$ cat src/rtl/flit_pkg.sv
// Shared definitions for the data-cache request flit path: flit/ctrl widths,
// ctrl tag encodings, the stored entry layout and the tag-sequence tracker states.
package flit_pkg;

  localparam int FLIT_W  = 16;
  localparam int CTRL_W  = 2;
  localparam int ENTRY_W = CTRL_W + FLIT_W;

  localparam logic [CTRL_W-1:0] CTRL_IDLE = 2'b00;
  localparam logic [CTRL_W-1:0] CTRL_HEAD = 2'b01;
  localparam logic [CTRL_W-1:0] CTRL_BODY = 2'b10;
  localparam logic [CTRL_W-1:0] CTRL_TAIL = 2'b11;

  // One stored flit: ctrl tag in the upper bits, payload below.
  typedef struct packed {
    logic [CTRL_W-1:0] ctrl;
    logic [FLIT_W-1:0] flit;
  } flit_entry_t;

  // Expected next tag for the optional tag-sequence tracker.
  typedef enum logic [1:0] {
    EXP_HEAD = 2'd0,
    EXP_BODY = 2'd1,
    EXP_TAIL = 2'd2
  } proto_state_e;

endpackage

$ cat src/rtl/flit_ram.sv
// Flit storage: DEPTH x 18-bit register array, synchronous write,
// asynchronous read. Contents are not reset; the pointers decide validity.
module flit_ram
  import flit_pkg::*;
#(
  parameter int DEPTH  = 8,
  parameter int ADDR_W = $clog2(DEPTH)
) (
  input  logic               clk,
  input  logic               we,
  input  logic [ADDR_W-1:0]  waddr,
  input  logic [ENTRY_W-1:0] wdata,
  input  logic [ADDR_W-1:0]  raddr,
  output logic [ENTRY_W-1:0] rdata
);

  logic [ENTRY_W-1:0] mem_q [DEPTH];

  // Write one entry per cycle when enabled.
  always_ff @(posedge clk) begin
    if (we) begin
      mem_q[waddr] <= wdata;
    end
  end

  assign rdata = mem_q[raddr];

endmodule

$ cat src/rtl/dc_req_flit_fifo.sv
// Store-and-forward flit buffer between the dcache request serializer and the
// ring injection port. A packet's flits are offered downstream only once its
// tail is stored; since storage is strictly FIFO, pkt_cnt != 0 guarantees the
// head entry belongs to a complete packet.
// Optional build macro DC_REQ_FLIT_PROTO_CHECK_EN adds a sticky head/body/tail
// tag-sequence checker driving proto_err; without it proto_err is tied low.
//
// Handshakes: input side - a flit is taken when v_flit_in && fifo_rdy and its
// tag is not idle; fifo_rdy is a pure register decode. Output side - a flit
// leaves when v_flit_out && flit_out_ack; ack without valid is ignored.
module dc_req_flit_fifo
  import flit_pkg::*;
#(
  parameter int DEPTH  = 8,
  localparam int ADDR_W = $clog2(DEPTH)
) (
  input  logic              clk,
  input  logic              rst,
  input  logic [15:0]       flit_in,
  input  logic [1:0]        ctrl_in,
  input  logic              v_flit_in,
  output logic              fifo_rdy,
  output logic [15:0]       flit_out,
  output logic [1:0]        ctrl_out,
  output logic              v_flit_out,
  input  logic              flit_out_ack,
  output logic [ADDR_W:0]   occupancy,
  output logic [ADDR_W:0]   pkt_cnt,
  output logic              proto_err
);

  localparam logic [ADDR_W:0]   FULL_CNT = (ADDR_W+1)'(DEPTH);
  localparam logic [ADDR_W:0]   CNT_ONE  = (ADDR_W+1)'(1);
  localparam logic [ADDR_W-1:0] PTR_ONE  = ADDR_W'(1);

  logic [ADDR_W-1:0] wr_ptr_q, wr_ptr_d;
  logic [ADDR_W-1:0] rd_ptr_q, rd_ptr_d;
  logic [ADDR_W:0]   occ_q, occ_d;
  logic [ADDR_W:0]   pkt_q, pkt_d;

  logic              push, pop, push_tail, pop_tail;
  flit_entry_t       wr_entry;
  flit_entry_t       rd_entry;
  logic [ENTRY_W-1:0] rd_raw;

  assign fifo_rdy   = (occ_q != FULL_CNT);
  assign v_flit_out = (pkt_q != '0);
  assign push       = v_flit_in && fifo_rdy && (ctrl_in != CTRL_IDLE);
  assign pop        = v_flit_out && flit_out_ack;

  assign wr_entry   = '{ctrl: ctrl_in, flit: flit_in};
  assign rd_entry   = flit_entry_t'(rd_raw);
  assign push_tail  = push && (ctrl_in == CTRL_TAIL);
  assign pop_tail   = pop && (rd_entry.ctrl == CTRL_TAIL);

  flit_ram #(
    .DEPTH  (DEPTH),
    .ADDR_W (ADDR_W)
  ) u_ram (
    .clk   (clk),
    .we    (push),
    .waddr (wr_ptr_q),
    .wdata (wr_entry),
    .raddr (rd_ptr_q),
    .rdata (rd_raw)
  );

  // Head-of-queue view, zeroed whenever no complete packet is available.
  always_comb begin
    flit_out = '0;
    ctrl_out = '0;
    if (v_flit_out) begin
      flit_out = rd_entry.flit;
      ctrl_out = rd_entry.ctrl;
    end
  end

  // Next pointer and counter values from the push/pop decisions.
  always_comb begin
    wr_ptr_d = wr_ptr_q;
    rd_ptr_d = rd_ptr_q;
    occ_d    = occ_q;
    pkt_d    = pkt_q;
    if (push) wr_ptr_d = wr_ptr_q + PTR_ONE;
    if (pop)  rd_ptr_d = rd_ptr_q + PTR_ONE;
    if (push && !pop)      occ_d = occ_q + CNT_ONE;
    else if (pop && !push) occ_d = occ_q - CNT_ONE;
    if (push_tail && !pop_tail)      pkt_d = pkt_q + CNT_ONE;
    else if (pop_tail && !push_tail) pkt_d = pkt_q - CNT_ONE;
  end

  // Pointer and counter registers; reset discards everything including partial packets.
  always_ff @(posedge clk) begin
    if (rst) begin
      wr_ptr_q <= '0;
      rd_ptr_q <= '0;
      occ_q    <= '0;
      pkt_q    <= '0;
    end else begin
      wr_ptr_q <= wr_ptr_d;
      rd_ptr_q <= rd_ptr_d;
      occ_q    <= occ_d;
      pkt_q    <= pkt_d;
    end
  end

  assign occupancy = occ_q;
  assign pkt_cnt   = pkt_q;

`ifdef DC_REQ_FLIT_PROTO_CHECK_EN
  proto_state_e proto_state_q, proto_state_d;
  logic         proto_err_q, proto_err_d;
  logic         drop;

  // Any valid write that is not stored counts as a protocol violation.
  assign drop = v_flit_in && !push;

  // Tracker: advance on every push; a wrong tag flags an error and resyncs to the tag seen.
  always_comb begin
    proto_state_d = proto_state_q;
    proto_err_d   = proto_err_q;
    if (drop) proto_err_d = 1'b1;
    if (push) begin
      unique case (proto_state_q)
        EXP_HEAD: if (ctrl_in != CTRL_HEAD) proto_err_d = 1'b1;
        EXP_BODY: if (ctrl_in != CTRL_BODY) proto_err_d = 1'b1;
        EXP_TAIL: if (ctrl_in != CTRL_TAIL) proto_err_d = 1'b1;
        default:  proto_err_d = 1'b1;
      endcase
      unique case (ctrl_in)
        CTRL_HEAD: proto_state_d = EXP_BODY;
        CTRL_BODY: proto_state_d = EXP_TAIL;
        default:   proto_state_d = EXP_HEAD;
      endcase
    end
  end

  // Tracker state and sticky error flag.
  always_ff @(posedge clk) begin
    if (rst) begin
      proto_state_q <= EXP_HEAD;
      proto_err_q   <= 1'b0;
    end else begin
      proto_state_q <= proto_state_d;
      proto_err_q   <= proto_err_d;
    end
  end

  assign proto_err = proto_err_q;
`else
  assign proto_err = 1'b0;
`endif

endmodule

$ cat config.mk
export PLATFORM = sky130hd
export DESIGN_NAME = dc_req_flit_fifo
export DESIGN_NICKNAME = d
export VERILOG_FILES = /design/src/rtl/flit_pkg.sv /design/src/rtl/flit_ram.sv /design/src/rtl/dc_req_flit_fifo.sv
export SDC_FILE = /design/constraint.sdc
export NUM_CORES = 1
export LEC_CHECK = 0
export ABC_AREA = 0
export CORE_AREA = 3 3 106 108
export CTS_CLUSTER_SIZE = 20
export DETAILED_ROUTE_END_ITERATION = 10
export DIE_AREA = 0 0 109 111
export MAX_ROUTING_LAYER = met4
export PLACE_DENSITY = 0.83
export SETUP_SLACK_MARGIN = 0.5
export SLEW_MARGIN = 20
export SYNTH_ARGS = -nofsm -noshare
export SYNTH_HDL_FRONTEND = slang
export SYNTH_SLANG_ARGS = --single-unit
$ cat constraint.sdc
create_clock -name clk -period 5.9 [get_ports clk]
set_clock_uncertainty 0.1 [all_clocks]
set_input_delay 1.18 -clock clk [delete_from_list [all_inputs] [get_ports clk]]
set_output_delay 1.18 -clock clk [all_outputs]
set_load 0.01 [all_outputs]
# Word level (Yosys, flattened, before mapping)
# Memories as Yosys holds them, arrays and structs flattened. A register that Yosys moved wholly into a read port is not among the register bits.
# Index checks and enable logic that the tools add are counted.
[word_totals]
regBits = 14
latch_bits = 0
mem_bits_rw = 144
romBits = 0
inputBits = 22
out_inout_bits = 29
mem_count = 1
[memory_table]
columns = ["name", "depth", "width", "read_ports", "rd_clocked_by_memory_dff", "wr", "line_no", "text"]
rows = [
  ["u_ram.mem_q", 8, 18, 1, 1, 1, "flit_ram.sv:17", "logic [ENTRY_W-1:0] mem_q [DEPTH];"],
]
[classes]
n_addsub = 6
multipliers = 0
n_div = 0
n_lt_le_gt_ge = 0
eq_ne = 3
shifts = 0
mux = 10
bitwise_logic = 0
n_reduce_logical = 17
[ops]
columns = ["operator", "n"]
rows = [
  ["$mux 16", 1],
  ["$mux 4", 4],
  ["$logic_and 1x1->1", 9],
  ["$add 4x1->4 const B", 2],
  ["$sub 4x1->4 const B", 2],
  ["$add 3x1->3 const B", 2],
  ["$mux 3", 2],
  ["$reduce_bool 2->1", 3],
  ["$eq 2x2->1 const B", 2],
  ["$logic_not 1->1", 4],
  ["$ne 4x4->1 const B", 1],
  ["$reduce_bool 4->1", 1],
  ["$mux 1", 2],
  ["$mux 2", 1],
]

# Longest topological paths before layout
# Gate-level depths: netlist of run 1.
[depth]
word_depth = 8
mapped_depth = 12

# Hierarchy
# A second synthesis of run 1 with hierarchy kept.
[hier_totals]
cells_unflattened = 326
area_unflattened_um2 = 6537.5
[modules_own_cells]
columns = ["module", "n_inst", "cells_per_inst", "area_each_um2", "seq_area_each_um2"]
rows = [
  ["flit_ram", 1, 221, 5604.1, 4324.1],
  ["dc_req_flit_fifo", 1, 105, 933.4, 280.3],
]

# Least setup slack after synthesis of run 1
# No wires, ideal clock.
[synth_path]
path_type = "in2reg"
startpoint = "in ctrl_in[1]"
endpoint = "mem u_ram.mem_q[0][0] in the netlist's numbering (enable)"
arrival_ps = 3122
required_ps = 5361
slack_ps = 2238
cell_stages = 2
path_buffers = 0
path_cell_list = "o211ai_2 nor4_1"
[synth_between]
elab_chain_cells = 4
[synth_rtl]
columns = ["item", "line_no", "text"]
rows = [
  ["from (decl)", "dc_req_flit_fifo.sv:20", "input logic [1:0] ctrl_in,"],
  ["$reduce_bool 2->1", "dc_req_flit_fifo.sv:48", "assign push = v_flit_in && fifo_rdy && (ctrl_in != CTRL_IDLE);"],
  ["$logic_and 1x1->1", "dc_req_flit_fifo.sv:48", ""],
  ["$mux 1", "flit_ram.sv:21", "if (we) begin"],
  ["$mux 1 (implied by the code)", "flit_ram.sv:22", "mem_q[waddr] <= wdata;"],
  ["to (decl)", "flit_ram.sv:17", ""],
]
# Every way passes these cells.

==> impl_metrics.py, run 1 <==
metrics = {
    "floorplan": {
        "die_width_um": 109,
        "rows": 37,
        "core_area_um2": 10300,
        "die_y_um": 111,
        "io_pins": 51,
        "fp.dieArea_um2": 12100,
        "initial_core_util_pct": 62.3,
    },
    "clocking": {
        "cts_buffers": 17,
        "ctsResizeCount": 0,
        "cts_sinks": 161,
        "clkLatencyLatePin_ns": 0.52,
        "max-clock-path-buffers": 2,
        "postCtsHoldBufs": 0,
        "cts_setup_buffers": 0,
        "cts.clk_slew.worst_paths_ns": 0.07,
        "root_buffer": "clkbuf_8",
        "cts_tree": "done",
        "htreeDepth": 4,
    },
    "placed_design": {
        "place.gp.congestion": 0.733,
        "portBuffers": 49,
        "hpwl_um": 6980,
        "place_ws_ns": 1.96,
    },
    "layout": {
        "fin_util_pct": 74.4,
        "num-nets-final": 430,
        "drive_gt1_share_pct": 22.5,
        "diodes": 0,
        "register_area_um2": 4670,
        "syn2layout_area_growth_pct": 19.5,
        "multi_input_area_um2": 1670,
        "nFillCells": 573,
    },
    "route": {
        "drt_iter0_drc": 300,
        "routed_via_density": 6.08,
        "dr.pass1.iters": 5,
        "avgRoutedWirePerCell_um": 23.7,
        "drc": 0,
        "ant_nets": 0,
        "routed_wirelength_um": 12900,
        "vias": 3316,
    },
    "yosys": {
        "synth_area_um2": 6430,
        "postSynth.asyncResetShare_pct": 0,
        "synth.net_count": 366,
        "synthDominantCellAreaShare_pct": 67.2,
        "ys_seq_elements": 161,
        "syn_avg_cell_area_um2": 19.3,
        "ys_top_cells_by_area": "edfxtp_1 67%, mux4_2 13%, dfxtp_1 5.3%",
        "yosysMostFrequentCell": "edfxtp_1",
        "yosysSeqAreaShare_pct": 72.5,
        "synth_edf_count": 144,
        "ys_top_cells_by_count": "144 x edfxtp_1, 38 x nor2_1, 36 x mux4_2",
        "synth_warnings": 0,
        "ys.flop_type": "edfxtp_1",
        "ys_types": 36,
        "yosys.area.top_type": "edfxtp_1",
        "syn-instance-count": 334,
    },
    "setup_path": {
        "rrSetupSlack_ns": 2.42,
        "r2r_cells": 11,
        "path_cells": "buf_4 -> mux4_2 -> mux2i_1 -> nor2_1 -> clkdlybuf4s50_1",
        "end_kind": "output port",
        "slowest_delay_ns": 0.90,
        "required_ns": 4.62,
        "critPathMaxFanout": 24,
        "reg2reg_to": "pkt_cnt[3]",
        "cp-start-kind": "flop",
        "cp.arrival_ns": 3.07,
        "path_class": "flop to output port",
        "critPathSlowestCell": "dfxtp_2",
    },
    "sta": {
        "relSlewSlack_pct": 42.2,
        "setup_tns_ns": 0,
        "max_freq_mhz": 230,
        "tightest_slew_ns": 0.867,
        "holdWs_ns": 0.387,
        "hold_viol": 0,
        "fin_ws_ns": 1.55,
        "fin_crit_ns": 4.35,
        "finalSetupViolCount": 0,
        "drv_slew": 0,
        "finalCritPeriodShare_pct": 73.8,
        "grt_setup_unrepaired": "no",
    },
    "global_route": {
        "first_global_vias": 3550,
        "grt_antenna_before_repair": 0,
        "grt-ovfl-total": 0,
        "grtUsageTotal_pct": 24.2,
        "grt_max_degree": 25,
        "grt_pass1_wl_um": 20300,
    },
    "power_and_ir_drop": {
        "power_uw": 3260,
        "p_leak_uw": 0.00248,
        "peakVddDrop_mv": 0.300,
        "power_density_nw_per_um2": 424,
    },
    "min_path": {
        "hold_path_depth": 2,
        "hold_path.class": "flop to flop",
        "hp-start": "rd_ptr_q[1]",
    },
    "job": {
        "max_cap_viol_count": 0,
    },
    "run_status": {
        "status": "completed",
    },
}
-- cells by family after synthesis --
| logic type | synth area share [%] |
|---|---|
| compound gates | 1.36 |
| xor+xnor | 1.21 |
| fa+ha+maj | 2.18 |
| buf+inv | 1.91 |
| flops | 72.5 |
| mux | 16.1 |
| other cells | 0.0583 |
| simple gates | 4.69 |
-- flip-flops by register name, indices dropped and copies added (netlist names), named ones only --
| register | cells |
|---|---|
| wr_ptr_q | 3 |
| u_ram.mem_q | 144 |
| rd_ptr_q | 3 |
| occupancy | 4 |
| pkt_cnt | 4 |
-- report_power, final --
group / switching [µW] / leakage, µW / internal, µW
registers: 95.6 / 0.00144 / 1310
clock network: 430 / 0.000278 / 643
logic: 355 / 0.000754 / 419
total: 881 / 0.00248 / 2380
-- cell usage in the layout (no fill, tap or decap), types with 3 or more instances in the layout --
cell,count
edfxtp_1,144
clkdlybuf4s50_1,49
nor2_1,38
mux4_2,36
mux2i_1,20
clkbuf_16,16
dfxtp_1,15
buf_4,12
ha_1,8
nand2_1,6
nand3_1,6
a21oi_1,5
nor3_2,4
xor2_1,4
xnor2_1,3
inv_6,3
bufinv_16,3
-- per-layer routing --
layer | vias to the layer above | share of wire, % | GRT usage (%)
met1 | 1718 | 39 | 30.7
met3 | 33 | 5.4 | 6.06
li1 | 1450 | - | -
met5 | - | 0 | -
met2 | 115 | 52 | 37.0
met4 | 0 | 3.8 | 11.4
-- worst max-delay path by stage --
stage	startpoint	slack, ns	end	cells after the start
after floorplan	ctrl_in[1]	2.24	u_ram.mem_q[0][0]	2
after global placement	flop	2.03	flit_out[14]	5
after detailed placement	ctrl_in[1]	1.96	occupancy[3]	10
after CTS	flop	1.44	flit_out[5]	5
after global routing	flop	1.29	flit_out[8]	5
final	flop	1.55	flit_out[5]	5
-- per-stage QoR --
stage,std cells,instance area (µm²)
after CTS,545,7680
after floorplan,334,6430
after detailed placement,515,7110
after global placement,515,7110
after global routing,545,7680
final,545,7680
-- cell type report --
cell class                      instances  area share [%]
Inverter                                4           0.261
Sequential cell                       161            60.7
Clock inverter                         12            2.07
Tap cell                              136            2.21
Clock buffer                           18            5.44
Timing Repair Buffer                   61            7.55
Multi-Input combinational cell        153            21.7
-- critical path: cells and delay by family (launching register included) --
family	cells	cell delay, ns
multiplexers	2	0.70
AND/OR/NAND/NOR	1	0.05
flip-flops	1	0.90
buffers and inverters	2	0.89
(Power assumes the default switching activity.)
==> run 2: changes to the inputs <==
CORE_AREA = 3 3 116 118   (was 3 3 106 108)
DIE_AREA = 0 0 119 121   (was 0 0 109 111)
PLACE_DENSITY = 0.74   (was 0.83)
clock period = 3.7 ns   (was 5.9 ns; I/O delays follow)
==> run 2 against run 1 <==
  * Cell count rose by 9.7%
  * First-iteration DRC count is 7.3% lower
  * Die area rose by 19%
  * Critical endpoint is now flit_out[1]
  * Largest power group unchanged
  * Highest routed layer unchanged
==> impl_metrics.py, run 2 (synthesis results as in run 1) <==
metrics = {
    "clocking": {
        "cts_sinks": 161,
        "cts_tree": "done",
        "postCtsHoldBufs": 0,
        "root_buffer": "clkbuf_16",
        "htreeDepth": 4,
        "cts.clk_slew.worst_paths_ns": 0.06,
        "cts_buffers": 17,
        "max-clock-path-buffers": 2,
        "clkLatencyLatePin_ns": 0.42,
    },
    "power_and_ir_drop": {
        "p_leak_uw": 0.00267,
        "clockPowerShare_pct": 34.8,
        "p_sw_uw": 1440,
        "peakVddDrop_mv": 0.483,
        "p_int_uw": 4060,
        "power_density_nw_per_um2": 685,
        "power.share.switching_pct": 26.2,
        "combinationalPowerShare_pct": 25.3,
        "seq_power_share_pct": 39.9,
    },
    "sta": {
        "drv_slew": 0,
        "finalCritPeriodShare_pct": 84.9,
        "finalSetupViolCount": 0,
        "hold_viol": 0,
        "tightest_slew_ns": 0.614,
        "setup_tns_ns": 0,
        "grt_setup_unrepaired": "yes",
        "max_freq_mhz": 318,
        "relSlewSlack_pct": 58.9,
        "fin_crit_ns": 3.14,
    },
    "route": {
        "avgRoutedWirePerCell_um": 20.5,
        "routed_via_density": 5.44,
        "ant_nets": 0,
        "drc": 0,
        "dr.pass1.iters": 4,
        "routed_wirelength_um": 12200,
        "vias": 3251,
        "drt_iter0_drc": 278,
    },
    "floorplan": {
        "io_pins": 51,
        "die_y_um": 121,
        "initial_core_util_pct": 51.2,
        "fp.dieArea_um2": 14400,
        "rows": 41,
        "die_width_um": 119,
        "core_area_um2": 12600,
    },
    "placed_design": {
        "portBuffers": 49,
        "place.gp.congestion": 0.805,
        "postPlaceCellArea_um2": 7230,
        "hpwl_um": 7140,
    },
    "global_route": {
        "first_global_vias": 3458,
        "grtUsageTotal_pct": 18.5,
        "grt-ovfl-total": 0,
        "grt_max_degree": 37,
        "grt_antenna_before_repair": 0,
        "grt_pass1_wl_um": 19000,
    },
    "setup_path": {
        "cp.arrival_ns": 2.30,
        "path_class": "flop to output port",
        "cp-start-kind": "flop",
        "critPathMaxFanout": 9,
        "end_kind": "output port",
        "required_ns": 2.86,
    },
    "layout": {
        "num-nets-final": 445,
        "diodes": 0,
        "drive_gt1_share_pct": 27.0,
        "final_common_cell": "edfxtp_1",
        "nFillCells": 843,
        "syn2layout_area_growth_pct": 24.8,
        "fin_util_pct": 63.9,
        "regMostFlops": "u_ram.mem_q",
        "layout_common_cells": "144 x edfxtp_1, 45 x clkdlybuf4s50_1, 38 x nor2_1",
        "final_area_um2": 8030,
        "largest_reg_flops": 144,
    },
    "job": {
        "max_cap_viol_count": 0,
    },
    "min_path": {
        "hold_path.class": "flop to flop",
    },
    "run_status": {
        "status": "completed",
    },
}
==> run 2: path summary, 6_finish.rpt <==
check	startpoint	to	slack (ns)	depth (start not counted)
worst max-delay path	flop	flit_out[1]	0.56	5
worst min-delay path	rd_ptr_q[1]	flop	0.39	2
worst max register to register	flop	pkt_cnt[3]	0.74	12
worst min register to register	rd_ptr_q[1]	flop	0.39	2
==> run 2: metrics by stage <==
stage	power, µW	hold slack [ns]	setup slack [ns]	instances
global route	5740	0.413	0.457	598
global placement	3510	0.373	0.445	559
CTS	5490	0.389	0.485	594
floorplan	3020	0.359	0.815	334
finish	5500	0.389	0.557	598
detailed placement	3540	0.379	0.368	559
==> run 2: metal layers <==
metal / vias up / GRT usage (%) / part of all wire (%)
li1: 1474 / - / -
met1: 1662 / 23.9 / 42
met2: 95 / 28.8 / 51
met3: 20 / 4.29 / 4.7
met4: 0 / 7.24 / 2.2
met5: - / - / 0
==> run 2: critical path, stage by stage, from the launching register on <==
cell and delay [ns]:
dfxtp_4 0.46, buf_12 0.17, mux4_2 0.53, mux2i_1 0.15, nor2_1 0.06, clkdlybuf4s50_1 0.50
==> run 2: layout make-up <==
cell class              count  area [µm²]  area share (%)
well taps                 172         215            2.68
repair buffers             76         757            9.43
inverters                   4        20.0           0.249
clock inverters            15         230            2.87
clock buffers              17         425            5.30
flip-flops and latches    161        4670            58.2
multi-input cells         153        1710            21.3
==> run 2: power by group through the flow <==
| stage | Sequential [µW] | Combinational, µW | Clock [µW] |
|---|---|---|---|
| after CTS | 2190 | 1360 | 1950 |
| after global routing | 2210 | 1520 | 2020 |
| final | 2190 | 1390 | 1910 |
| after detailed placement | 2240 | 1290 | 0 |
| after global placement | 2240 | 1270 | 0 |
| after floorplan | 2200 | 820 | 0 |
==> run 2: what timing repair did <==
action,in CTS,in global routing
pin swaps,0,0
endpoints found under the setup margin,19,9
setup buffers,3,3
gates cloned,0,1
gates resized for setup,5,12
